===== config.mk =====
export PLATFORM = sky130hd
export DESIGN_NAME = mem_wb_stage
export DESIGN_NICKNAME = d
export VERILOG_FILES = /design/src/rtl/cpu_pkg.sv /design/src/rtl/mem_wait_timer.sv /design/src/rtl/mem_wb_stage.sv
export SDC_FILE = /design/constraint.sdc
export NUM_CORES = 1
export LEC_CHECK = 0
export CAP_MARGIN = 15
export CORE_AREA = 2 2 207 209
export CTS_CLUSTER_DIAMETER = 120
export CTS_CLUSTER_SIZE = 8
export DETAILED_ROUTE_END_ITERATION = 8
export DIE_AREA = 0 0 209 211
export GPL_TIMING_DRIVEN = 0
export PLACE_DENSITY = 0.55
export SLEW_MARGIN = 20
export SYNTH_ARGS = -nofsm -noshare
export SYNTH_HDL_FRONTEND = slang
export SYNTH_HIERARCHICAL = 1
export SYNTH_SLANG_ARGS = --single-unit

===== constraint.sdc =====
create_clock -name clk -period 2.8 [get_ports clk]
set_clock_uncertainty 0.15 [all_clocks]
set_input_delay 0.28 -clock clk [delete_from_list [all_inputs] [get_ports clk]]
set_output_delay 0.28 -clock clk [all_outputs]
set_load 0.005 [all_outputs]

===== src/rtl/cpu_pkg.sv =====
`default_nettype none
// ==========================================================================
// cpu_pkg : shared pipeline types and widths for the CPU datapath
// Revision: 1.0
// ==========================================================================
package cpu_pkg;

  localparam int DATA_W     = 64;
  localparam int REG_ADDR_W = 5;
  localparam int CNT_W      = 8;

  localparam logic [REG_ADDR_W-1:0] ZERO_REG = 5'd31;

  typedef enum logic [1:0] {
    IDLE  = 2'd0,
    WAIT  = 2'd1,
    FAULT = 2'd2
  } mem_state_t;

endpackage
`default_nettype wire


===== src/rtl/mem_wait_timer.sv =====
`default_nettype none
// ==========================================================================
// mem_wait_timer : saturating data-memory wait counter with timeout flag
// Revision: 1.0
// ==========================================================================
module mem_wait_timer
  import cpu_pkg::*;
#(
  parameter int TIMEOUT = 64
) (
  input  logic clk,
  input  logic reset,
  input  logic clear,
  input  logic tick,
  output logic expire
);

  localparam logic [CNT_W-1:0] LIMIT = CNT_W'(TIMEOUT);

  logic [CNT_W-1:0] count_q;
  logic [CNT_W-1:0] count_d;

  always_comb begin
    count_d = count_q;
    if (clear) begin
      count_d = '0;
    end else if (tick && (count_q != LIMIT)) begin
      count_d = count_q + CNT_W'(1);
    end
  end

  always_ff @(posedge clk) begin
    if (reset) begin
      count_q <= '0;
    end else begin
      count_q <= count_d;
    end
  end

  // Fires in the cycle whose missed ack makes the count reach the limit.
  assign expire = tick && (count_d == LIMIT);

endmodule
`default_nettype wire


===== src/rtl/mem_wb_stage.sv =====
`default_nettype none
// ==========================================================================
// mem_wb_stage : MEM stage data-memory handshake FSM and MEM/WB register
// Revision: 1.0
// ==========================================================================
module mem_wb_stage
  import cpu_pkg::*;
#(
  parameter int TIMEOUT = 64
) (
  input  logic                  clk,
  input  logic                  reset,
  input  logic [DATA_W-1:0]     address_MEM,
  input  logic [DATA_W-1:0]     Rd2_Reg_out_MEM,
  input  logic [DATA_W-1:0]     Add_offset_MEM,
  input  logic [DATA_W-1:0]     Add_4_MEM,
  input  logic                  RegWrite_MEM,
  input  logic                  MemtoReg_MEM,
  input  logic                  MemRead_MEM,
  input  logic                  MemWrite_MEM,
  input  logic                  Add2Reg_MEM,
  input  logic [REG_ADDR_W-1:0] Rd_MEM,
  output logic                  dmem_req,
  output logic                  dmem_we,
  output logic [DATA_W-1:0]     dmem_addr,
  output logic [DATA_W-1:0]     dmem_wdata,
  input  logic                  dmem_ack,
  input  logic [DATA_W-1:0]     dmem_rdata,
  output logic                  stall_MEM,
  output logic                  fault_MEM,
  output logic [DATA_W-1:0]     wb_data_WB,
  output logic [REG_ADDR_W-1:0] Rd_WB,
  output logic                  RegWrite_WB
);

  mem_state_t state_q, state_d;

  logic                  dmem_we_q, dmem_we_d;
  logic [DATA_W-1:0]     dmem_addr_q, dmem_addr_d;
  logic [DATA_W-1:0]     dmem_wdata_q, dmem_wdata_d;
  logic [DATA_W-1:0]     wb_data_q, wb_data_d;
  logic [REG_ADDR_W-1:0] rd_q, rd_d;
  logic                  regwrite_q, regwrite_d;

  logic mem_op;
  logic stall;
  logic timer_clear;
  logic timer_tick;
  logic timer_expire;
  logic unused_branch_target;

  // The branch target is resolved upstream; this stage only passes PC+4.
  assign unused_branch_target = ^Add_offset_MEM;

  assign mem_op = MemRead_MEM | MemWrite_MEM;

  mem_wait_timer #(
    .TIMEOUT (TIMEOUT)
  ) u_wait_timer (
    .clk    (clk),
    .reset  (reset),
    .clear  (timer_clear),
    .tick   (timer_tick),
    .expire (timer_expire)
  );

  always_comb begin
    state_d      = state_q;
    stall        = 1'b0;
    timer_clear  = 1'b0;
    timer_tick   = 1'b0;
    dmem_we_d    = dmem_we_q;
    dmem_addr_d  = dmem_addr_q;
    dmem_wdata_d = dmem_wdata_q;
    case (state_q)
      IDLE: begin
        if (mem_op) begin
          stall        = 1'b1;
          timer_clear  = 1'b1;
          dmem_addr_d  = address_MEM;
          dmem_wdata_d = Rd2_Reg_out_MEM;
          dmem_we_d    = MemWrite_MEM;
          state_d      = WAIT;
        end
      end
      WAIT: begin
        if (dmem_ack) begin
          state_d = IDLE;
        end else begin
          stall      = 1'b1;
          timer_tick = 1'b1;
          if (timer_expire) begin
            state_d = FAULT;
          end
        end
      end
      FAULT: begin
        stall = 1'b1;
      end
      default: begin
        state_d = IDLE;
      end
    endcase
    if (reset) begin
      stall = 1'b0;
    end
  end

  // WB register load/bubble mux; a memory result only exists on the ack cycle.
  always_comb begin
    wb_data_d  = '0;
    rd_d       = ZERO_REG;
    regwrite_d = 1'b0;
    if (!stall) begin
      regwrite_d = RegWrite_MEM;
      rd_d       = Rd_MEM;
      if (state_q == WAIT) begin
        wb_data_d = (MemtoReg_MEM && !dmem_we_q) ? dmem_rdata : address_MEM;
      end else begin
        wb_data_d = Add2Reg_MEM ? Add_4_MEM : address_MEM;
      end
    end
  end

  always_ff @(posedge clk) begin
    if (reset) begin
      state_q      <= IDLE;
      dmem_we_q    <= 1'b0;
      dmem_addr_q  <= '0;
      dmem_wdata_q <= '0;
      wb_data_q    <= '0;
      rd_q         <= ZERO_REG;
      regwrite_q   <= 1'b0;
    end else begin
      state_q      <= state_d;
      dmem_we_q    <= dmem_we_d;
      dmem_addr_q  <= dmem_addr_d;
      dmem_wdata_q <= dmem_wdata_d;
      wb_data_q    <= wb_data_d;
      rd_q         <= rd_d;
      regwrite_q   <= regwrite_d;
    end
  end

  assign dmem_req    = (state_q == WAIT);
  assign dmem_we     = dmem_we_q;
  assign dmem_addr   = dmem_addr_q;
  assign dmem_wdata  = dmem_wdata_q;
  assign stall_MEM   = stall;
  assign fault_MEM   = (state_q == FAULT);
  assign wb_data_WB  = wb_data_q;
  assign Rd_WB       = rd_q;
  assign RegWrite_WB = regwrite_q;

endmodule
`default_nettype wire


# After elaboration in Yosys (flattened, before gate mapping)
# Cells that the tools add are included.
# totals
elab_cells,40
ff_bits,209
# classes
reduce_logical,8
n_bitwise,2
mux,15
add_sub_neg,1
n_eq_ne,6
# op_table
operator,n
$mux W64,3
$mux W8,2
$add A8 B1 Y8 const B,1
$eq A8 B7 Y1 const B,1
$ne A8 B7 Y1 const B,1
$mux W2,3
$pmux W2 S3,1
$mux W1,5
$logic_and A1 B1 Y1,3
$ne A3 B1 Y1 const B,1
$pmux W1 S3,1
$reduce_and A3 Y1,1
$eq A2 B1 Y1 const B,1
$eq A2 B2 Y1 const B,1
$logic_not A2 Y1,1
$ne A2 B2 Y1 const B,1
$reduce_and A2 Y1,1
$reduce_or A2 Y1,1
$logic_not A1 Y1,1
$not A1 Y1,1
$or A1 B1 Y1,1

# Logic depth before layout (Yosys ltp)
# depth
depth_word,10
ltp_mapped,10
depth_no_buf,9

# By module
# The synthesis kept the hierarchy.
# modules_own_cells
mod,seq_area_each_um2,area_per_inst_um2,cells_per_inst,instances
mem_wb_stage,4023.9,8934.8,985,1
mem_wait_timer,160.2,520.5,61,1

# Worst setup path after synthesis
# Ideal clock, no wire load.
# synth_timing
kind,register -> register
start,register state_q[0]
end,register state_q[0]
path_stages_with_launch,9
slack_ns,0.731
synth_period_minus_slack_ns,2.069
t_required_ns,2.580
arrival_ns,1.849
path_cell_list,dfxtp_1 -> nor3b_1 -> nand4_1 -> nor2_1 -> nor3_1 -> a31oi_1 -> nor3_2 -> nand2b_1 -> a21oi_1
# synth_via
elab_chain_len,9
# synth_lines
item,line,text
from (decl),mem_wb_stage.sv:36,"mem_state_t state_q, state_d;"
from (signal assigned),mem_wb_stage.sv:135,state_q <= state_d;
$eq A2 B1 Y1,mem_wb_stage.sv:75,case (state_q)
$mux W1,mem_wb_stage.sv:75,
$logic_and A1 B1 Y1,mem_wait_timer.sv:27,end else if (tick && (count_q != LIMIT)) begin
$mux W8,mem_wait_timer.sv:27,
$mux W8,mem_wait_timer.sv:25,if (clear) begin
$eq A8 B7 Y1,mem_wait_timer.sv:41,assign expire = tick && (count_d == LIMIT);
$logic_and A1 B1 Y1 (*),mem_wait_timer.sv:41,
via timer_expire,mem_wb_stage.sv:49,logic timer_expire;
$ne A3 B1 Y1 (no line) (*),-,
$reduce_and A3 Y1 (no line) (*),-,
# Mark *: on every way through the listed nets, which the timed path passes. The rest lies on a longest branch.
# A chain may end at the register's enable or synchronous reset.

# Final worst setup path
# layout_timing
start,register state_q[0]
end,output port dmem_req
# layout_via
elab_chain_len,1
# layout_lines
item,line,text
$eq A2 B1 Y1,mem_wb_stage.sv:145,assign dmem_req = (state_q == WAIT);
to (decl),mem_wb_stage.sv:23,"output logic dmem_req,"
# Every way passes these cells.

==> flow_metrics.env <==
export IMPL_status="complete, no violations"
export IMPL_cp_top_family="buffers and inverters"
export IMPL_critical_path_required_ns=2.37
export IMPL_final_core_util_pct=37.44
export IMPL_hpwl_um=32620
export IMPL_rows=75
export IMPL_setup_slack_ns=0.1557
export IMPL_io_buffers=469
export IMPL_syn2layout_area_growth_pct=65.33
export IMPL_cap_violations=0
export IMPL_firstDrtPassIters=5
export IMPL_syn_inst=1046
export IMPL_clockBufferDepth=3
export IMPL_wl_um=43200
export IMPL_synth_distinct_cells=36
export IMPL_hold_viol_final=0
export IMPL_dr_first_iter_drc_count=451
export IMPL_clk_pin_slew_ns=0.05
export IMPL_path_buf_inv=3
export IMPL_fin_setup_tns_ns=0
export IMPL_final_common_cell="clkdlybuf4s50_1"
export IMPL_vias=9957
export IMPL_fin_crit_sh_pct=94.44
export IMPL_path_cells="nor2b_2, buf_6, buf_4, clkdlybuf4s50_1"
export IMPL_ff2ff_setup_slack_ns=0.45
export IMPL_critPathKind="reg2out"
export IMPL_cp_max_fo=10
export IMPL_io_pins=535
export IMPL_place_congestion=0.8668
export IMPL_p_per_area_mw_per_mm2=535.1
export IMPL_finalSetupViolCount=0
export IMPL_dieArea_mm2=0.04410
export IMPL_cp_end_kind="primary output"
export IMPL_p_leak_nw=5.457
export IMPL_start_kind="register"
export IMPL_drive_above_1_share_pct=8.533
export IMPL_grt_use_total_pct=18.76
export IMPL_synth_seq_cells=209
export IMPL_coreArea_mm2=0.04176
export IMPL_placed_cells=2054
export IMPL_ys_seq_area_share_pct=44.25
export IMPL_drcViolationCount=0
export IMPL_fin_cells=2087
export IMPL_cts_tree="built"
export IMPL_antenna_found_initial=2
export IMPL_ys_warn_count=6
export IMPL_cts_made_buffers=30
export IMPL_avgRoutedWirePerCell_um=20.70
export IMPL_fillers=4277
export IMPL_critical_path_arrival_ns=2.21
export IMPL_htreeDepth=1
export IMPL_grt_first_pass_wirelength_um=64060
export IMPL_mostFrequentLayoutCells="469 x clkdlybuf4s50_1, 209 x dfxtp_1, 133 x a21oi_1"
export IMPL_maxSlewViolCount=0
export IMPL_insertion_delay_ns=0.56
export IMPL_synth_area_mm2=0.009455
export IMPL_max_stage_delay_ns=0.55
export IMPL_antenna_left=0
export IMPL_pre_cts_slack_ns=-0.2928
export IMPL_cts_sinks=209
export IMPL_relSlewSlack_pct=28.49
export IMPL_ir_drop_mv=0.4106
export IMPL_syn_area_per_cell_um2=9.040
export IMPL_chipHeight_um=211
export IMPL_start_util_pct=22.64
export IMPL_power_total_mw=8.365
export IMPL_post_cts_setup_buffers=0
export IMPL_final_nets=1881
export IMPL_cp_slowest_cell="clkdlybuf4s50_1"
export IMPL_max_slew_worst_pin_slew_ns=1.073
export IMPL_dieWidth_um=209
export IMPL_synthesis_nets=1381
export IMPL_rsz0062_at_grt="false"
export IMPL_min_path_type="in2reg"
export IMPL_period_minus_slack_ns=2.644
export IMPL_synth_top_area_cell="dfxtp_1"
export IMPL_max_clock_freq_mhz=378.2
export IMPL_avgViaCountPerCell=4.771
export IMPL_synthTopCellsByArea="dfxtp_1 44%, a211oi_2 8.5%, mux2i_1 7.1%"
export IMPL_netlist_area_leader_share_pct=44.25
export IMPL_grt_pass1_vias=10084
export IMPL_root_buffer="clkbuf_16"
export IMPL_gr_total_overflow=0
export IMPL_grt_max_degree=15
==> layer usage <==
metal / global-route usage [%] / vias up / wire length, µm
met5: 0 / - / 0
met1: 23.83 / 4773 / 18740
met4: 4.778 / 0 / 975
met2: 32.00 / 329 / 20770
li1: - / 4802 / -
met3: 4.401 / 53 / 2718
==> final timing paths <==
| check | start | end | cells after the start |
|---|---|---|---|
| max | state_q[0] | dmem_req | 4 |
| min | Rd_MEM[2] | Rd_WB[2] | 2 |
| max reg2reg | state_q[1] | dmem_wdata[50] | 5 |
| min reg2reg | dmem_wdata[1] | dmem_wdata[1] | 2 |
==> kinds of logic (layout without fill, tap and decap cells) <==
group           count (synthesis)  after routing  share of synthesized area, %
compound gates                397            397                         27.92
simple gates                  240            240                         13.89
flops                         209            209                         44.25
buf+inv                       123            624                         5.836
mux                            67             67                         7.093
xor+xnor                        8              8                        0.7410
fa+ha+maj                       2              2                        0.2646
other cells                     0              1                             0
==> state kept, by name, summed over array words and instances (netlist names) <==
name	count
dmem_wdata	64
dmem_addr	64
wb_data_WB	64
Rd_WB	5
state_q	2
dmem_we	1
u_wait_timer/count_q	8
RegWrite_WB	1
==> power breakdown <==
group	internal [mW]	leakage (nW)	total [mW]	switching, mW
logic	0.957	3.35	1.83	0.875
clock network	1.92	0.387	3.28	1.35
registers	3.17	1.72	3.26	0.0848
total	6.05	5.46	8.36	2.31
==> cell usage after synthesis <==
master,number
nor2_1,13
o21ai_0,130
or2_1,6
nor3b_1,1
o22ai_1,1
nand2_1,10
a21boi_2,1
xor2_1,4
buf_4,1
clkbuf_1,89
ha_1,2
inv_1,5
mux2i_1,67
a211oi_2,64
clkbuf_2,1
nand4_1,3
nor2b_1,68
buf_2,14
a21oi_1,133
nor4b_4,1
nand3_1,128
a211oi_1,64
buf_6,9
a21o_1,1
xnor2_1,4
nand2b_1,1
nor3b_2,1
a31oi_1,2
buf_1,4
o21ai_1,1
or3_1,1
dfxtp_1,209
nor3_1,3
nor3_2,1
or2_2,2
or4_4,1
==> stage by stage <==
stage                     hold WS, ns  cell area, µm²
after floorplan                0.2299            9455
after global placement         0.3094           14820
after detailed placement       0.3176           14820
after CTS                     0.09777           15620
after global routing           0.1210           15630
final                          0.1308           15630
==> timing repair <==
item                                    4_1_cts  5_1_grt
gates resized for setup                       4        6
endpoints found under the setup margin       11       11
hold buffers                                  0        0
==> area by class of cell <==
| type | count | area (µm²) | area share (%) |
|---|---|---|---|
| Multi-Input combinational cell | 714 | 4727 | 30.24 |
| Tap cell | 539 | 674.4 | 4.314 |
| Antenna cell | 1 | 2.502 | 0.01601 |
| Sequential cell | 209 | 4184 | 26.76 |
| Timing Repair Buffer | 469 | 4695 | 30.03 |
| Buffer | 117 | 543.0 | 3.474 |
| Clock buffer | 32 | 779.5 | 4.986 |
| Inverter | 5 | 18.77 | 0.1201 |
| Clock inverter | 1 | 8.758 | 0.05603 |
Note: power is estimated with default switching activity, not from simulation.
